**config.mk**
```make
export PLATFORM = sky130hd
export DESIGN_NAME = wb_queue
export DESIGN_NICKNAME = d
export VERILOG_FILES = /design/src/rtl/wb_queue.sv
export SDC_FILE = /design/constraint.sdc
export NUM_CORES = 1
export LEC_CHECK = 0
export ABC_AREA = 1
export ABC_CLOCK_PERIOD_IN_PS = 7800
export CELL_PAD_IN_SITES_DETAIL_PLACEMENT = 1
export CELL_PAD_IN_SITES_GLOBAL_PLACEMENT = 1
export CORE_MARGIN = 5
export CORE_UTILIZATION = 43
export DETAILED_ROUTE_END_ITERATION = 8
export MAX_ROUTING_LAYER = met4
export PLACE_DENSITY_LB_ADDON = 0.1
export SYNTH_ARGS = -nofsm -noshare
export SYNTH_HDL_FRONTEND = slang
export SYNTH_SLANG_ARGS = --single-unit
```
**constraint.sdc**
```tcl
create_clock -name clock -period 7.8 [get_ports clock]
set_clock_uncertainty 0.1 [all_clocks]
set_input_delay 2.34 -clock clock [delete_from_list [all_inputs] [get_ports clock]]
set_output_delay 2.34 -clock clock [all_outputs]
set_load 0.05 [all_outputs]
```
**src/rtl/wb_queue.sv**
```systemverilog
// Pending register-write queue: buffers results until the register-file write port
// is free, and forwards the newest pending value for decode-stage lookups.
module wb_queue #(
    parameter int DEPTH = 4,
    parameter int PTRW  = 2
) (
    input  logic            clock,
    input  logic            reset,
    input  logic            flush,
    input  logic            in_valid,
    output logic            in_ready,
    input  logic [4:0]      in_dst,
    input  logic [31:0]     in_data,
    input  logic            drain_en,
    output logic            RegWr,
    output logic [4:0]      RW,
    output logic [31:0]     busW,
    input  logic [4:0]      RA,
    input  logic [4:0]      RB,
    output logic            hitA,
    output logic            hitB,
    output logic [31:0]     fwdA,
    output logic [31:0]     fwdB,
    output logic [PTRW:0]   count
);

    localparam logic [PTRW:0] FULL_CNT = (PTRW + 1)'(DEPTH);

    logic [4:0]      dst_mem  [DEPTH];
    logic [31:0]     data_mem [DEPTH];
    logic [PTRW-1:0] head;
    logic [PTRW-1:0] tail;
    logic            empty;
    logic            accept;
    logic            enq;
    logic            deq;

    assign empty    = (count == '0);
    assign in_ready = (count != FULL_CNT);
    assign accept   = in_valid & in_ready;
    // Writes to r0 are accepted from the producer but never stored.
    assign enq      = accept & (in_dst != 5'd0);
    assign RegWr    = ~empty & drain_en;
    assign deq      = RegWr;
    assign RW       = empty ? 5'd0  : dst_mem[head];
    assign busW     = empty ? 32'd0 : data_mem[head];

    always_ff @(posedge clock or posedge reset) begin
        if (reset) begin
            head  <= '0;
            tail  <= '0;
            count <= '0;
        end else if (flush) begin
            head  <= '0;
            tail  <= '0;
            count <= '0;
        end else begin
            if (enq) tail <= tail + PTRW'(1);
            if (deq) head <= head + PTRW'(1);
            case ({enq, deq})
                2'b10:   count <= count + (PTRW + 1)'(1);
                2'b01:   count <= count - (PTRW + 1)'(1);
                default: count <= count;
            endcase
        end
    end

    // Payloads are only meaningful inside the count-defined window, so no reset.
    always_ff @(posedge clock) begin
        if (enq) begin
            dst_mem[tail]  <= in_dst;
            data_mem[tail] <= in_data;
        end
    end

    // Scan oldest to newest so the last match (closest to tail) wins.
    logic [PTRW-1:0] idx;
    always_comb begin
        hitA = 1'b0;
        hitB = 1'b0;
        fwdA = 32'd0;
        fwdB = 32'd0;
        idx  = head;
        for (int i = 0; i < DEPTH; i++) begin
            idx = head + PTRW'(i);
            if ((PTRW + 1)'(i) < count) begin
                if ((RA != 5'd0) && (dst_mem[idx] == RA)) begin
                    hitA = 1'b1;
                    fwdA = data_mem[idx];
                end
                if ((RB != 5'd0) && (dst_mem[idx] == RB)) begin
                    hitB = 1'b1;
                    fwdB = data_mem[idx];
                end
            end
        end
    end

endmodule

```
==> results_dict.tcl, run 1 <==
set metrics [dict create \
    outcome "finished, final reports clean" \
    antenna_found_initial 0 \
    tightest_slew_ns 1.034 \
    cp_cell_sequence "clkdlybuf4s50_1 > inv_1 > nand3_1 > nand3_1 > nor2_1 > nand3_4 > buf_4 > nor2_1 > nor2_1 > nand2_1 > nand2_1 > buf_4" \
    drt_iter0_drc 1104 \
    arrival_ns 4.78 \
    antenna_left 0 \
    end_kind "primary output" \
    drv_slew 0 \
    ys_ff_latch 155 \
    tns_ns 0 \
    path_class "in -> out" \
    layout_commonest_cell "nand2_1" \
    fin_crit_ns 7.223 \
    startpoint_type "primary input" \
    synthCells 1887 \
    grt_pass1_wl_um 70390 \
    synthDistinctLibCells 34 \
    peakVddDrop_mv 0.2607 \
    yosys_warnings 0 \
    synth.cell_area_mm2 0.01232 \
    drive_above_1_share 0.07848 \
    fp.dieW_um 179.2 \
    num_vias 13056 \
    cp.required_ns 5.36 \
    io_pins 160 \
    io_buffers 159 \
    post-route-drc-count 0 \
    antenna_cells 0 \
    crit_fanout 28 \
    final_cell_mix "654 x nand2_1, 256 x nor2_1, 206 x o21ai_0" \
    start_util 0.4326 \
    synth_nets 1947 \
    p_leak_nw 6.270 \
    postCtsHoldBufs 0 \
    hold_class "reg -> reg" \
    die_y_um 179.2 \
    core.rowCount 62 \
    grt.overflow.total 0 \
    max_stage_delay_ns 0.57 \
    slowest_stage "clkdlybuf4s50_1" \
    seqPwrFrac 0.216 \
    fin_crit_sh 0.9260 \
    switching_share 0.5321 \
    drv_cap 0 \
    postRouteWirelength_um 44640 \
    grt_max_degree 210 \
    root_buffer "clkbuf_16" \
    slew_headroom 0.3094 \
    yosysSeqAreaShare 0.3751 \
    n_fill_cell 3806 \
    p_per_area_mw_per_mm2 340.6 \
    fin_nets 2022 \
    grt_setup_unrepaired "no" \
    drtPass1Iterations 5 \
    avgSynthCellArea_um2 6.527 \
    cts_made_buffers 17 \
    cts.reportedPaths.clkPinSlew_ns 0.07 \
    setup_viol 0 \
    cts_resized 0 \
    h-tree-depth 4 \
    dpl.hpwl_um 28920 \
    hold_viol_final 0 \
    tritoncts "yes" \
    clkSinkCount 155 \
    dieArea_mm2 0.03213 \
    power_switching_mw 2.622 \
    drt-wirelength-per-cell_um 18.92 \
    place_congestion 0.9273 \
    fmax_mhz 138.5 \
    p_clk_frac 0.187 \
    syn_to_final_growth_pct 17.47 \
    finalNonFillerCells 2359 \
    clkLatencyLatePin_ns 0.44 \
    grt_use_total 0.2872 \
    p_int_mw 2.306 \
    post_cts_buffers 0 \
    clock_path_buffers 2 \
    core_area_mm2 0.02847 \
    pwr-share-comb 0.597 \
    grt_pass1_vias 13366 \
    via_per_inst 5.535 \
    cpMostUsedCell "nor2_1" \
    placed_cells_incl_taps 2327 \
]
[cells by family (layout without fill, tap and decap cells)]
kind of cell,after synthesis,in the layout,share of synthesized area
XOR/XNOR,8,8,0.005689
flip-flops,155,155,0.3751
buffers and inverters,296,384,0.1129
AND/OR/NAND/NOR,1137,1137,0.3821
AO/OA/AOI/OAI,283,283,0.1162
adder cells (fa/ha/maj),8,8,0.008127
[power groups by stage]
stage	Sequential [mW]	Combinational [mW]	Clock [mW]
finish	1.07	2.94	0.922
global route	1.08	3.16	0.962
CTS	1.06	2.93	0.928
detailed placement	1.08	2.91	0
global placement	1.08	2.85	0
floorplan	1.05	2.03	0
[sequential cells by signal (all words and copies together) (netlist names)]
name,flops
count,3
tail,2
data_mem,128
head,2
dst_mem,20
[routing by layer]
layer / track usage / up-vias / wire [um]
met5: - / - / 0
met4: 0.08124 / 0 / 1024
met3: 0.03163 / 81 / 2558
met2: 0.4965 / 434 / 22200
met1: 0.3575 / 6278 / 18850
li1: - / 6263 / -
[worst max-delay path: cells and delay by family]
kind	cells	cell delay, ns
simple gates	8	1.13
buf+inv	4	1.29
[synthesized netlist by cell type, drive strengths merged]
master / number / area (um^2)
a21oi: 5 / 25.02
nand2: 663 / 2516
xor2: 8 / 70.07
edfxtp: 148 / 4444
o22ai: 1 / 6.260
dfrtp: 7 / 175.2
nor3: 1 / 5.000
ha: 8 / 100.1
nand4: 67 / 419.2
nor2: 268 / 1038
nor2b: 2 / 12.51
o21ai: 276 / 1393
or2: 2 / 12.52
clkbuf: 34 / 127.6
nand3: 133 / 695.7
clkinv: 1 / 3.750
inv: 167 / 631.9
and2: 1 / 6.260
o211ai: 1 / 7.510
buf: 94 / 626.9
[path summary, 6_finish.rpt]
check                         start             end  slack, ns  depth (start not counted)
max in group asynchronous     reset         head[1]       5.33                          2
max                           RA[4]        fwdA[12]       0.58                         12
min                         tail[1]         tail[1]       0.56                          2
max reg2reg                count[0]  data_mem[3][3]       4.84                          7
min in group asynchronous     reset         tail[0]       2.03                          2
min reg2reg                 tail[1]         tail[1]       0.56                          2
[metrics by stage]
stage	total power, mW	cell area, um^2	hold slack, ns	util	setup WS [ns]
4_1_cts	4.919	14470	0.5604	0.5082	0.5913
2_1_floorplan	3.079	12320	0.4797	-	1.683
5_1_grt	5.200	14470	0.5792	0.5082	0.3465
3_5_place_dp	3.994	13830	0.5418	0.4859	0.6155
3_3_place_gp	3.928	13830	0.5100	0.4859	0.6444
6_report	4.928	14470	0.5564	0.5082	0.5774
[final cells by class]
class	instances	area, um^2	share of cell area
Multi-Input combinational cell	1436	6390	0.4416
Inverter	168	635.6	0.04393
Timing Repair Buffer	184	1702	0.1176
Tap cell	384	480.5	0.03321
Clock buffer	21	440.4	0.03044
Clock inverter	11	193.9	0.01340
Sequential cell	155	4627	0.3198
Power figures use the tool's default switching activity.
==> inputs of run 2 (changes only) <==
--- a/config.mk
+++ b/config.mk
@@ -6,11 +6,11 @@
 export NUM_CORES = 1
 export LEC_CHECK = 0
 export ABC_AREA = 1
-export ABC_CLOCK_PERIOD_IN_PS = 7800
+export ABC_CLOCK_PERIOD_IN_PS = 5900
 export CELL_PAD_IN_SITES_DETAIL_PLACEMENT = 1
 export CELL_PAD_IN_SITES_GLOBAL_PLACEMENT = 1
 export CORE_MARGIN = 5
-export CORE_UTILIZATION = 43
+export CORE_UTILIZATION = 36
 export DETAILED_ROUTE_END_ITERATION = 8
 export MAX_ROUTING_LAYER = met4
 export PLACE_DENSITY_LB_ADDON = 0.1
==> constraint.sdc (replaced) <==
create_clock -name clock -period 5.9 [get_ports clock]
set_clock_uncertainty 0.1 [all_clocks]
set_input_delay 1.77 -clock clock [delete_from_list [all_inputs] [get_ports clock]]
set_output_delay 1.77 -clock clock [all_outputs]
set_load 0.05 [all_outputs]
==> run 2 against run 1 <==
Against the previous run: register-to-register slack worse by 1.5 ns; clock power up 26%; first-iteration DRC count down 33%; sequential power up 30%; critical path type unchanged; highest routed layer unchanged.
==> results_dict.tcl, run 2 (same netlist as run 1, synthesis figures left out) <==
set metrics [dict create \
    outcome "finished, final reports clean" \
    postCtsHoldBufs 0 \
    multi_input_area_mm2 0.006397 \
    core.rowCount 67 \
    end_kind "primary output" \
    io_pins 160 \
    placed_cells_incl_taps 2417 \
    n_fill_cell 4353 \
    grt_max_degree 194 \
    fin_area_mm2 0.01485 \
    syn_to_final_growth_pct 20.54 \
    clock_path_buffers 2 \
    num_vias 12788 \
    layout_commonest_cell "nand2_1" \
    drt_iter0_drc 741 \
    grt_setup_unrepaired "no" \
    antenna_found_initial 1 \
    p_per_area_mw_per_mm2 437.8 \
    grt_pass1_wl_um 71370 \
    p_int_mw 3.067 \
    hold_viol_final 0 \
    r2r_setup_slack_ns 3.34 \
    slew_headroom 0.3765 \
    post-route-drc-count 0 \
    reg2reg_depth 7 \
    clkLatencyLatePin_ns 0.44 \
    top_register "data_mem" \
    dieArea_mm2 0.03801 \
    drive_above_1_share 0.09255 \
    power_switching_mw 3.433 \
    peakVddDrop_mv 0.3389 \
    rr_endpoint "data_mem[3][22]" \
    tns_ns 0 \
    fin_total_pwr_mw 6.500 \
    dpl.hpwl_um 31830 \
    core_area_mm2 0.03362 \
    grt_use_total 0.2401 \
    min-delay-start "tail[1]" \
    cts.reportedPaths.clkPinSlew_ns 0.06 \
    grt_pass1_vias 13037 \
    place_congestion 0.8562 \
    seqPwrFrac 0.214 \
    io_buffers 159 \
    die_y_um 195.0 \
    tritoncts "yes" \
    switching_share 0.5281 \
    regArea_mm2 0.004627 \
    fp.dieW_um 195.0 \
    clkSinkCount 155 \
    pwr-share-comb 0.608 \
    finalNonFillerCells 2448 \
    hold_end "tail[1]" \
    startpoint_type "primary input" \
    largest_reg_flops 128 \
    arrival_ns 3.92 \
    drtPass1Iterations 6 \
    final_cell_mix "654 x nand2_1, 255 x nor2_1, 206 x o21ai_0" \
    drv_slew 0 \
    setup_ws_ns 0.1096 \
    drt-wirelength-per-cell_um 18.47 \
    hold_slack_ns 0.5750 \
    antenna_left 0 \
    min_path_cells 2 \
    h-tree-depth 4 \
    grt.overflow.total 0 \
    fin_crit_ns 5.790 \
    via_per_inst 5.224 \
    start_util 0.3664 \
    fin_nets 2048 \
    r2r-start "count[0]" \
    root_buffer "clkbuf_16" \
    setup_viol 0 \
    drv_cap 0 \
    cp.required_ns 4.03 \
    utilization 0.4417 \
    p_clk_frac 0.178 \
    crit_fanout 15 \
    pre_cts_ws_ns 0.04962 \
    postRouteWirelength_um 45220 \
    cts_made_buffers 17 \
    p_leak_nw 6.449 \
    top_regs "data_mem x128, dst_mem x20, count x3" \
    hold_class "reg -> reg" \
    fin_crit_sh 0.9814 \
    dpl_cell_area_mm2 0.01422 \
    path_class "in -> out" \
    tightest_slew_ns 0.9339 \
    fmax_mhz 172.7 \
]
[run 2: cell count changes in the layout (fill, tap and decap cells not counted), sizes merged]
cell / delta
clkinv: +3
clkinvlp: -1
dlymetal6s2s: +1
bufinv: -1
clkbuf: -3
buf: +26
clkdlybuf4s50: -1
diode: +1
[run 2: cell type report]
class	count	share of cell area
sequential	155	0.3116
antenna	1	0.0001685
inverter	168	0.04281
clock inverter	12	0.01180
timing repair buffer	210	0.1360
multi-input combinational	1436	0.4309
clock buffer	18	0.02891
tap	448	0.03776
[run 2: worst max path at each step]
stage | startpoint | endpoint | slack, ns | cells past startpoint
after floorplan | RB[4] | fwdB[1] | 0.92 | 10
after global placement | RA[4] | fwdA[31] | 0.1 | 12
after detailed placement | RA[4] | fwdA[31] | 0.05 | 12
after CTS | RA[4] | fwdA[31] | 0.04 | 12
after global routing | RA[0] | fwdA[13] | 0.0008 | 12
final | RA[1] | fwdA[31] | 0.11 | 12
[run 2: repair_timing]
| action | CTS | global route |
|---|---|---|
| endpoints found under the setup margin | 0 | 51 |
| hold endpoints to repair | 0 | 0 |
| buffers inserted | 0 | 0 |
| gates resized for setup | 0 | 6 |
[run 2: critical path, cell delays in order]
cell and delay [ns]:
clkdlybuf4s50_1 0.56, nor2_1 0.08, nand3_1 0.14, nor2b_1 0.16, nand2_1 0.10, nor2_4 0.18, buf_4 0.29, nand4_1 0.15
nand3_1 0.11, nand2_1 0.06, nand2_1 0.09, buf_4 0.21
[run 2: power groups by stage]
| stage | clock network [mW] | registers (mW) | logic, mW |
|---|---|---|---|
| 5_1_grt | 1.22 | 1.40 | 4.29 |
| 3_3_place_gp | 0 | 1.40 | 3.90 |
| 3_5_place_dp | 0 | 1.41 | 3.95 |
| 4_1_cts | 1.18 | 1.39 | 3.96 |
| 2_1_floorplan | 0 | 1.38 | 2.69 |
| 6_report | 1.16 | 1.39 | 3.95 |
[run 2: routing by layer]
metal	global-route usage	routed length, um
met1	0.3039	20620
met3	0.03257	1921
met5	-	0
met4	0.05741	810
met2	0.4101	21860
==> inputs of run 3 (changes only) <==
--- a/config.mk
+++ b/config.mk
@@ -6,11 +6,11 @@
 export NUM_CORES = 1
 export LEC_CHECK = 0
 export ABC_AREA = 1
-export ABC_CLOCK_PERIOD_IN_PS = 5900
-export CELL_PAD_IN_SITES_DETAIL_PLACEMENT = 1
+export ABC_CLOCK_PERIOD_IN_PS = 5820
+export CELL_PAD_IN_SITES_DETAIL_PLACEMENT = 0
 export CELL_PAD_IN_SITES_GLOBAL_PLACEMENT = 1
 export CORE_MARGIN = 5
-export CORE_UTILIZATION = 36
+export CORE_UTILIZATION = 40
 export DETAILED_ROUTE_END_ITERATION = 8
 export MAX_ROUTING_LAYER = met4
 export PLACE_DENSITY_LB_ADDON = 0.1
==> constraint.sdc (replaced) <==
create_clock -name clock -period 5.82 [get_ports clock]
set_clock_uncertainty 0.1 [all_clocks]
set_input_delay 1.746 -clock clock [delete_from_list [all_inputs] [get_ports clock]]
set_output_delay 1.746 -clock clock [all_outputs]
set_load 0.05 [all_outputs]
==> run 3 against run 2 <==
Against the previous run: power decreased by 1.0%; setup slack improved by 0.030 ns; combinational power increased by 1%; cell count decreased by 2.2%; largest cell class unchanged; highest routed layer unchanged; clock power decreased by 9%; global-route usage increased by 0.15 points.
==> results_dict.tcl, run 3 (same netlist as run 1, synthesis figures left out) <==
set metrics [dict create \
    end_kind "primary output" \
    setup_viol 0 \
    fin_crit_sh 0.9759 \
    path_class "in -> out" \
    largest_reg_flops 128 \
    pwr-share-comb 0.620 \
    drv_slew 0 \
    p_leak_nw 6.406 \
    fin_nets 2044 \
    drt_iter0_drc 918 \
    top_register "data_mem" \
    grt_pass1_wl_um 63290 \
    arrival_ns 3.83 \
    p_int_mw 2.978 \
    postRouteWirelength_um 40930 \
    syn_to_final_growth_pct 19.76 \
    worstSetupStartpoint "RA[2]" \
    fmax_mhz 176.1 \
    tns_ns 0 \
    grt_pass1_vias 11587 \
    clock_path_buffers 2 \
    r2r_setup_slack_ns 3.06 \
    placed_cells_incl_taps 2361 \
    dpl.hpwl_um 27330 \
    core.rowCount 64 \
    outcome "finished, final reports clean" \
    cts_made_buffers 17 \
    drive_above_1_share 0.09314 \
    grt.overflow.total 0 \
    postCtsHoldBufs 0 \
    io_buffers 159 \
    top_regs "data_mem x128, dst_mem x20, count x3" \
    clkLatencyLatePin_ns 0.43 \
    fin_crit_ns 5.680 \
    hold_class "reg -> reg" \
    grt_max_degree 132 \
    finalNonFillerCells 2395 \
    seqPwrFrac 0.215 \
    r2r-start "count[0]" \
    root_buffer "clkbuf_16" \
    layout_commonest_cell "nand2_1" \
    die_y_um 185.5 \
    tightest_slew_ns 1.058 \
    p_clk_frac 0.165 \
    reg2reg_depth 7 \
    final_cell_mix "654 x nand2_1, 252 x nor2_1, 206 x o21ai_0" \
    peakVddDrop_mv 0.3547 \
    tritoncts "yes" \
    crit_fanout 17 \
    fin_total_pwr_mw 6.433 \
    grt_use_total 0.2416 \
    hold_slack_ns 0.5574 \
    drtPass1Iterations 8 \
    clkSinkCount 155 \
    dieArea_mm2 0.03440 \
    cp.required_ns 3.97 \
    place_congestion 0.8877 \
    core_area_mm2 0.03051 \
    num_vias 12538 \
    slew_headroom 0.2949 \
    h-tree-depth 4 \
    post-route-drc-count 0 \
    drv_cap 0 \
    drt-wirelength-per-cell_um 17.09 \
    startpoint_type "primary input" \
    antenna_found_initial 2 \
    n_fill_cell 3038 \
    io_pins 160 \
    rr_endpoint "data_mem[1][0]" \
    p_per_area_mw_per_mm2 436.1 \
    antenna_left 0 \
    crit_end "fwdA[1]" \
    power_switching_mw 3.455 \
    fp.dieW_um 185.5 \
    hold_viol_final 0 \
    start_util 0.4037 \
    switching_share 0.5370 \
    grt_setup_unrepaired "no" \
    cts.reportedPaths.clkPinSlew_ns 0.07 \
    via_per_inst 5.235 \
]
run 3: area by class of cell:
class / instances / area, um^2 / area share
Antenna cell: 2 / 5.005 / 0.0003393
Clock buffer: 19 / 432.9 / 0.02935
Timing Repair Buffer: 206 / 2044 / 0.1386
Multi-Input combinational cell: 1436 / 6397 / 0.4337
Inverter: 168 / 635.6 / 0.04309
Clock inverter: 13 / 112.6 / 0.007634
Sequential cell: 155 / 4627 / 0.3137
Tap cell: 396 / 495.5 / 0.03359
run 3: routing by layer:
| layer | vias to the layer above | routed length, um | global-route usage |
|---|---|---|---|
| met1 | 5719 | 18370 | 0.3171 |
| met5 | - | 0 | - |
| met4 | 0 | 581 | 0.05520 |
| met2 | 454 | 19380 | 0.4021 |
| met3 | 52 | 2602 | 0.03029 |
| li1 | 6313 | - | - |
run 3: metrics by stage:
stage          instance area [um^2]  setup slack, ns    util
3_5_place_dp                  14160          0.04411  0.4642
4_1_cts                       14710          0.03881  0.4821
2_1_floorplan                 12320           0.8910       -
5_1_grt                       14750          0.02489  0.4835
3_3_place_gp                  14160          0.08017  0.4642
6_report                      14750           0.1400  0.4835
run 3: repair_timing:
item | 4_1_cts | 5_1_grt
setup endpoints to repair | 0 | 35
gates resized for setup | 0 | 11
buffers inserted | 0 | 0
run 3: how the worst min path moves through the flow:
stage	startpoint	to	slack [ns]	cells past startpoint
final	tail[1]	tail[1]	0.56	2
after global routing	tail[0]	tail[0]	0.60	2
after CTS	tail[1]	tail[1]	0.56	2
after detailed placement	tail[1]	tail[1]	0.55	2
after global placement	tail[1]	tail[1]	0.51	2
after floorplan	tail[1]	tail[1]	0.48	2
run 3: power groups by stage:
stage | logic [mW] | registers (mW) | clock network (mW)
final | 3.99 | 1.38 | 1.06
after global routing | 4.32 | 1.39 | 1.13
after detailed placement | 3.96 | 1.41 | 0
after global placement | 3.95 | 1.40 | 0
after CTS | 3.97 | 1.38 | 1.08
after floorplan | 2.72 | 1.40 | 0
run 3: critical path, stage by stage:
cell and delay (ns):
clkdlybuf4s50_1 0.57, nor2_1 0.10, nand3_2 0.11, nor2b_1 0.14
nand2_1 0.12, nor2_4 0.16, buf_4 0.29, nand4_1 0.13
nand3_1 0.10, nand2_1 0.05, nand2_1 0.13, buf_6 0.18
